[src/rtl/music_player_ctrl_if.sv]
// Keypad/sequencer connection of the music player controller.
// master = keypad/sequencer side, slave = controller side.
interface music_player_ctrl_if #(
   parameter int SONG_W  = 2,
   parameter int SPEED_W = 2
);
   logic [3:0]         key;
   logic               pressed;
   logic               song_done;
   logic [SONG_W-1:0]  song_sel;
   logic               play_en;
   logic               run;
   logic [SPEED_W-1:0] speed_sel;
   logic               menu_ctl;
   logic               song_start;

   modport master (
      output key, pressed, song_done,
      input  song_sel, play_en, run, speed_sel, menu_ctl, song_start
   );

   modport slave (
      input  key, pressed, song_done,
      output song_sel, play_en, run, speed_sel, menu_ctl, song_start
   );
endinterface

[src/rtl/music_player_ctrl.sv]
// Keypad-driven playback controller: song select, next/prev with wrap,
// pause, tempo mode and end-of-song handling, with registered outputs.
module music_player_ctrl #(
   parameter int NUM_SONGS     = 4,
   parameter int SONG_W        = 2,
   parameter int NUM_SPEEDS    = 3,
   parameter int SPEED_W       = 2,
   parameter int DEFAULT_SPEED = 1,
   parameter int AUTO_ADVANCE  = 1,
   parameter int KEY_MENU      = 11,
   parameter int KEY_PAUSE     = 12,
   parameter int KEY_SPEED     = 13,
   parameter int KEY_NEXT      = 14,
   parameter int KEY_PREV      = 15
) (
   input  logic              clk,
   input  logic              rst,
   music_player_ctrl_if.slave bus
);

   typedef enum logic [1:0] {
      ST_MENU  = 2'd0,
      ST_PLAY  = 2'd1,
      ST_PAUSE = 2'd2,
      ST_SPEED = 2'd3
   } state_e;

   localparam logic [3:0]         K_MENU    = 4'(KEY_MENU);
   localparam logic [3:0]         K_PAUSE   = 4'(KEY_PAUSE);
   localparam logic [3:0]         K_SPEED   = 4'(KEY_SPEED);
   localparam logic [3:0]         K_NEXT    = 4'(KEY_NEXT);
   localparam logic [3:0]         K_PREV    = 4'(KEY_PREV);
   localparam logic [3:0]         K_SONGS   = 4'(NUM_SONGS);
   localparam logic [3:0]         K_SPEEDS  = 4'(NUM_SPEEDS);
   localparam logic [SONG_W-1:0]  SONG_LAST = SONG_W'(NUM_SONGS - 1);
   localparam logic [SONG_W-1:0]  SONG_ZERO = SONG_W'(0);
   localparam logic [SONG_W-1:0]  SONG_ONE  = SONG_W'(1);
   localparam logic [SPEED_W-1:0] SPEED_RST = SPEED_W'(DEFAULT_SPEED);

   // Explicit compare keeps the wrap correct for non power-of-two song counts.
   function automatic logic [SONG_W-1:0] next_song(input logic [SONG_W-1:0] s);
      return (s == SONG_LAST) ? SONG_ZERO : s + SONG_ONE;
   endfunction

   function automatic logic [SONG_W-1:0] prev_song(input logic [SONG_W-1:0] s);
      return (s == SONG_ZERO) ? SONG_LAST : s - SONG_ONE;
   endfunction

   state_e             state_q, state_d;
   logic [SONG_W-1:0]  song_q, song_d;
   logic [SPEED_W-1:0] speed_q, speed_d;
   logic               play_en_q, play_en_d;
   logic               run_q, run_d;
   logic               menu_q, menu_d;
   logic               start_q, start_d;

   logic               load_s;
   logic               is_song_s;
   logic               is_speed_s;
   logic [SONG_W-1:0]  key_song_s;
   logic [SPEED_W-1:0] key_speed_s;
   state_e             done_state_s;
   logic [SONG_W-1:0]  done_song_s;
   logic               done_load_s;

   assign is_song_s    = (bus.key != 4'd0) && (bus.key <= K_SONGS);
   assign is_speed_s   = (bus.key != 4'd0) && (bus.key <= K_SPEEDS);
   assign key_song_s   = SONG_W'(bus.key - 4'd1);
   assign key_speed_s  = SPEED_W'(bus.key - 4'd1);
   assign done_state_s = (AUTO_ADVANCE != 0) ? ST_PLAY : ST_MENU;
   assign done_song_s  = (AUTO_ADVANCE != 0) ? next_song(song_q) : song_q;
   assign done_load_s  = (AUTO_ADVANCE != 0);

   // State and output registers.
   always_ff @(posedge clk) begin
      if (rst) begin
         state_q   <= ST_MENU;
         song_q    <= SONG_ZERO;
         speed_q   <= SPEED_RST;
         play_en_q <= 1'b0;
         run_q     <= 1'b1;
         menu_q    <= 1'b1;
         start_q   <= 1'b0;
      end else begin
         state_q   <= state_d;
         song_q    <= song_d;
         speed_q   <= speed_d;
         play_en_q <= play_en_d;
         run_q     <= run_d;
         menu_q    <= menu_d;
         start_q   <= start_d;
      end
   end

   // Next-state logic; a key strobe always wins over a same-cycle song_done.
   always_comb begin
      state_d = state_q;
      song_d  = song_q;
      speed_d = speed_q;
      load_s  = 1'b0;
      case (state_q)
         ST_MENU: begin
            if (bus.pressed && is_song_s) begin
               state_d = ST_PLAY;
               song_d  = key_song_s;
               load_s  = 1'b1;
            end else begin
               state_d = ST_MENU;
            end
         end
         ST_PLAY: begin
            if (bus.pressed) begin
               if (is_song_s) begin
                  song_d = key_song_s;
                  load_s = 1'b1;
               end else if (bus.key == K_NEXT) begin
                  song_d = next_song(song_q);
                  load_s = 1'b1;
               end else if (bus.key == K_PREV) begin
                  song_d = prev_song(song_q);
                  load_s = 1'b1;
               end else if (bus.key == K_PAUSE) begin
                  state_d = ST_PAUSE;
               end else if (bus.key == K_SPEED) begin
                  state_d = ST_SPEED;
               end else if (bus.key == K_MENU) begin
                  state_d = ST_MENU;
               end else begin
                  state_d = ST_PLAY;
               end
            end else if (bus.song_done) begin
               state_d = done_state_s;
               song_d  = done_song_s;
               load_s  = done_load_s;
            end else begin
               state_d = ST_PLAY;
            end
         end
         ST_PAUSE: begin
            if (bus.pressed && (bus.key == K_PAUSE)) begin
               state_d = ST_PLAY;
            end else if (bus.pressed && (bus.key == K_MENU)) begin
               state_d = ST_MENU;
            end else begin
               state_d = ST_PAUSE;
            end
         end
         ST_SPEED: begin
            if (bus.pressed) begin
               if (is_speed_s) begin
                  speed_d = key_speed_s;
                  state_d = ST_PLAY;
               end else if (bus.key == K_SPEED) begin
                  state_d = ST_PLAY;
               end else if (bus.key == K_MENU) begin
                  state_d = ST_MENU;
               end else begin
                  state_d = ST_SPEED;
               end
            end else if (bus.song_done) begin
               state_d = done_state_s;
               song_d  = done_song_s;
               load_s  = done_load_s;
            end else begin
               state_d = ST_SPEED;
            end
         end
         default: begin
            state_d = ST_MENU;
            song_d  = SONG_ZERO;
            load_s  = 1'b0;
         end
      endcase
   end

   // Output decode from the upcoming state so outputs track it after the edge.
   always_comb begin
      play_en_d = 1'b0;
      run_d     = 1'b1;
      menu_d    = 1'b1;
      start_d   = load_s;
      case (state_d)
         ST_MENU: begin
            play_en_d = 1'b0;
            run_d     = 1'b1;
            menu_d    = 1'b1;
         end
         ST_PLAY, ST_SPEED: begin
            play_en_d = 1'b1;
            run_d     = 1'b1;
            menu_d    = 1'b0;
         end
         ST_PAUSE: begin
            play_en_d = 1'b1;
            run_d     = 1'b0;
            menu_d    = 1'b0;
         end
         default: begin
            play_en_d = 1'b0;
            run_d     = 1'b1;
            menu_d    = 1'b1;
            start_d   = 1'b0;
         end
      endcase
   end

   assign bus.song_sel   = song_q;
   assign bus.play_en    = play_en_q;
   assign bus.run        = run_q;
   assign bus.speed_sel  = speed_q;
   assign bus.menu_ctl   = menu_q;
   assign bus.song_start = start_q;

endmodule

[src/flat_wrapper.sv]
// flat-port wrapper written by rule: the top's interface ports become plain ports
module music_player_ctrl_flat 
#(
   parameter int NUM_SONGS     = 4,
   parameter int SONG_W        = 2,
   parameter int NUM_SPEEDS    = 3,
   parameter int SPEED_W       = 2,
   parameter int DEFAULT_SPEED = 1,
   parameter int AUTO_ADVANCE  = 1,
   parameter int KEY_MENU      = 11,
   parameter int KEY_PAUSE     = 12,
   parameter int KEY_SPEED     = 13,
   parameter int KEY_NEXT      = 14,
   parameter int KEY_PREV      = 15
)
  (clk, rst, bus_key, bus_pressed, bus_song_done, bus_song_sel, bus_play_en, bus_run, bus_speed_sel, bus_menu_ctl, bus_song_start);
  music_player_ctrl_if #(.SONG_W(SONG_W), .SPEED_W(SPEED_W)) bus_i ();
  input  logic clk;
  input  logic rst;
  input wire logic [$bits(bus_i.key)-1:0] bus_key;
  input wire logic [$bits(bus_i.pressed)-1:0] bus_pressed;
  input wire logic [$bits(bus_i.song_done)-1:0] bus_song_done;
  output wire logic [$bits(bus_i.song_sel)-1:0] bus_song_sel;
  output wire logic [$bits(bus_i.play_en)-1:0] bus_play_en;
  output wire logic [$bits(bus_i.run)-1:0] bus_run;
  output wire logic [$bits(bus_i.speed_sel)-1:0] bus_speed_sel;
  output wire logic [$bits(bus_i.menu_ctl)-1:0] bus_menu_ctl;
  output wire logic [$bits(bus_i.song_start)-1:0] bus_song_start;
  assign bus_i.key = bus_key;
  assign bus_i.pressed = bus_pressed;
  assign bus_i.song_done = bus_song_done;
  assign bus_song_sel = bus_i.song_sel;
  assign bus_play_en = bus_i.play_en;
  assign bus_run = bus_i.run;
  assign bus_speed_sel = bus_i.speed_sel;
  assign bus_menu_ctl = bus_i.menu_ctl;
  assign bus_song_start = bus_i.song_start;
  music_player_ctrl #(.NUM_SONGS(NUM_SONGS), .SONG_W(SONG_W), .NUM_SPEEDS(NUM_SPEEDS), .SPEED_W(SPEED_W), .DEFAULT_SPEED(DEFAULT_SPEED), .AUTO_ADVANCE(AUTO_ADVANCE), .KEY_MENU(KEY_MENU), .KEY_PAUSE(KEY_PAUSE), .KEY_SPEED(KEY_SPEED), .KEY_NEXT(KEY_NEXT), .KEY_PREV(KEY_PREV)) u_core (.clk(clk), .rst(rst), .bus(bus_i));
endmodule
[config.mk]
export PLATFORM = sky130hd
export DESIGN_NAME = music_player_ctrl_flat
export DESIGN_NICKNAME = d
export VERILOG_FILES = /design/src/rtl/music_player_ctrl_if.sv /design/src/rtl/music_player_ctrl.sv /design/src/flat_wrapper.sv
export SDC_FILE = /design/constraint.sdc
export NUM_CORES = 1
export LEC_CHECK = 0
export ABC_AREA = 1
export CORE_MARGIN = 10
export CORE_UTILIZATION = 47
export DETAILED_ROUTE_END_ITERATION = 8
export GPL_TIMING_DRIVEN = 0
export PLACE_DENSITY = 0.74
export SKIP_LAST_GASP = 1
export SYNTH_ARGS = -nofsm -noshare
export SYNTH_HDL_FRONTEND = slang
export SYNTH_SLANG_ARGS = --single-unit
[constraint.sdc]
create_clock -name clk -period 2.8 [get_ports clk]
set_clock_uncertainty 0.05 [all_clocks]
set_input_delay 0.56 -clock clk [delete_from_list [all_inputs] [get_ports clk]]
set_output_delay 0.56 -clock clk [all_outputs]
set_load 0.01 [all_outputs]
==> qor.yml <==
sta:
  layout_setup_ws_ns: 0.552
  finalHoldWorstSlack_ns: 0.425
  final_hold_viol_count: 0
  slew_headroom_pct: 85.4
  tightest_slew_ns: 0.218
  period_needed_ns: 2.25
  setup_viol: 0
  fin_setup_tns_ns: 0
  fmax_mhz: 445
  rsz0062_at_grt: "false"
  min_period_over_period_pct: 80.3
  slew_violations: 0
placement:
  io_buffers: 14
  gp_congestion: 0.830
  dp_hpwl_mm: 1.54
  dp.cells: 159
  dp_slack_ns: 0.294
  placed_area_um2: 973
clocking:
  cts_tree: "done"
  cts_setup_buffers: 0
  cts-root-buf: "clkbuf_4"
  post_cts_resized: 0
  htreeDepth: 1
  clock_path_buffers: 2
  numCtsBuffers: 3
  cts.hold.buffers_added: 0
  clkSlewWorstSetupHoldPaths_ns: 0.06
  insertion_delay_ns: 0.26
  cts_sinks: 10
die:
  num_io_pins: 16
  die_area_um2: 3790
  coreArea_um2: 1580
  die_width_um: 61.6
  initial_core_util_pct: 51.6
  die_h_um: 61.6
  rows: 14
grt:
  grt_pass1_wl_mm: 2.81
  grt_pass1_vias: 696
  antenna_found_initial: 0
  grt.total_usage_pct: 9.67
  grt_max_degree: 10
  overflow: 0
logic_synthesis:
  synthesis.nets: 143
  syn_area_per_cell_um2: 6.30
  syn_area_um2: 813
  ys_seq_area_share_pct: 24.6
  synth_top_area_cell: "dfxtp_1"
  ys_top_cells_by_area: "dfxtp_1 25%, nand2_1 16%, nand3_1 9.8%, ha_1 9.2%, inv_1 9.2%"
  netlist.area_leader.share_pct: 24.6
  synth_cell_types: 22
  ys_seq_elements: 10
  synth_cells: 129
  yosys_warnings: 0
finish:
  drive_gt1_share_pct: 12.3
  fin_area_um2: 996
  diodes: 0
  final_cells: 162
  nFillCells: 151
  final_util_pct: 63.2
  final_nets: 162
  syn2layout_area_growth_pct: 22.5
routing:
  via_count: 810
  drt.antenna.violating_nets: 0
  drt_iter0_markers: 17
  drtPass1Iterations: 4
  wl_mm: 1.81
  viasPerCell: 5.00
  wl_per_cell_um: 11.2
  drc_errors: 0
outcome:
  status: "complete, no violations"
worst_hold_path:
  worst_hold_path_type: "reg -> reg"
worst_setup_path:
  cp_common_cell: "nand2_1"
  cpLargestDelayFamily: "buffers and inverters"
  crit_chain: "clkdlybuf4s50_1 -> inv_1 -> ha_1 -> inv_1 -> nand2_1 -> nand3_4 -> nand2_2 -> nand2_1 -> nand3_1 -> nand2_1 -> nand3_1 -> nand2b_1"
  slowest_delay_ns: 0.54
  cp_num_buf_inv: 3
  critical_path_class: "in -> reg"
  critPathLaunchType: "input port"
  critPathCaptureType: "flop"
  cp_max_fo: 7
  required_ns: 2.91
  cp_slowest_cell: "clkdlybuf4s50_1"
  arrival_ns: 2.36
power_and_ir_drop:
  power.internal_mw: 0.244
  p_per_area_nw_per_um2: 353
  power_mw: 0.352
  pwr-share-comb_pct: 29.5
  power.switching_mw: 0.108
  pwr-share-seq_pct: 43.3
  power_switching_share_pct: 30.6
  vdd_ir_drop_max_mv: 0.339
  clockPowerShare_pct: 27.3
  leakagePower_nw: 0.534
run:
  cap_viol_max_count: 0
==> area by class of cell <==
cell class | instances | area [um^2] | area share, %
timing repair buffer | 14 | 140 | 14.1
buffer | 2 | 15.0 | 1.51
tap | 16 | 20.0 | 2.01
sequential | 10 | 200 | 20.1
inverter | 22 | 82.6 | 8.29
multi-input combinational | 95 | 515 | 51.8
clock buffer | 3 | 22.5 | 2.26
==> path summary, 6_finish.rpt <==
check / slack [ns] / start / endpoint / cells after the start
max: 0.55 / bus_key[0] / u_core.bus.run / 12
min: 0.43 / u_core.bus.speed_sel[0] / u_core.bus.speed_sel[0] / 2
max reg2reg: 1.35 / u_core.bus.song_sel[0] / u_core.bus.song_sel[1] / 8
min reg2reg: 0.43 / u_core.bus.speed_sel[0] / u_core.bus.speed_sel[0] / 2
==> cells in the final DEF (no fill, tap or decap), types with 3 or more instances in the layout <==
cell type,instances
inv_1,20
nor2_1,14
nand3_1,16
o21ai_0,4
ha_1,6
nand2_2,4
nand2_1,35
clkdlybuf4s50_1,14
a21oi_1,3
dfxtp_1,10
clkbuf_4,3
==> power groups by stage <==
stage                     combinational, mW  clock (mW)  sequential (mW)
final                                 0.104      0.0960            0.152
after global routing                  0.116       0.103            0.153
after CTS                             0.105      0.0971            0.152
after detailed placement              0.104           0            0.156
after global placement                0.102           0            0.155
after floorplan                      0.0659           0            0.158
==> worst min-delay path, cell delays in order (launching register included) <==
cell and delay [ns]:
dfxtp_1 0.30, o21ai_0 0.06, nand3_1 0.06
==> kinds of logic after synthesis <==
logic type	after synthesis	synth area share (%)
adders and majority gates	6	9.23
DFF	10	24.6
buffers and inverters	24	12.0
and+or+nand+nor	76	43.5
AOI/OAI and AO/OA	12	9.54
xor gates and xnor gates	1	1.08
==> synthesized netlist by cell type <==
library cell / instances
nand4_1: 1
dfxtp_1: 10
o211ai_1: 2
nand2b_1: 1
nor2_2: 1
or2_2: 2
nand2_2: 4
o211ai_2: 1
nand3_4: 1
nand2_1: 35
ha_1: 6
nor3_4: 1
o21ai_2: 1
inv_1: 20
a31oi_1: 1
a21oi_1: 3
buf_4: 2
xnor2_1: 1
nor2_1: 14
o21ai_0: 4
inv_2: 2
nand3_1: 16
==> routing by layer <==
metal,vias to the layer above,part of all wire [%],global-route usage (%)
met5,-,0,0
met4,0,0,0.955
met3,0,6.0,4.94
met2,20,48,16.4
met1,352,46,11.0
li1,438,-,-
==> flip-flops by register name (all words and copies together) (netlist names) <==
signal	flops
u_core.bus.song_sel	2
u_core.bus.run	1
u_core.state_q	2
u_core.bus.menu_ctl	1
u_core.bus.song_start	1
u_core.bus.speed_sel	2
u_core.bus.play_en	1
Power figures use the tool's default switching activity.
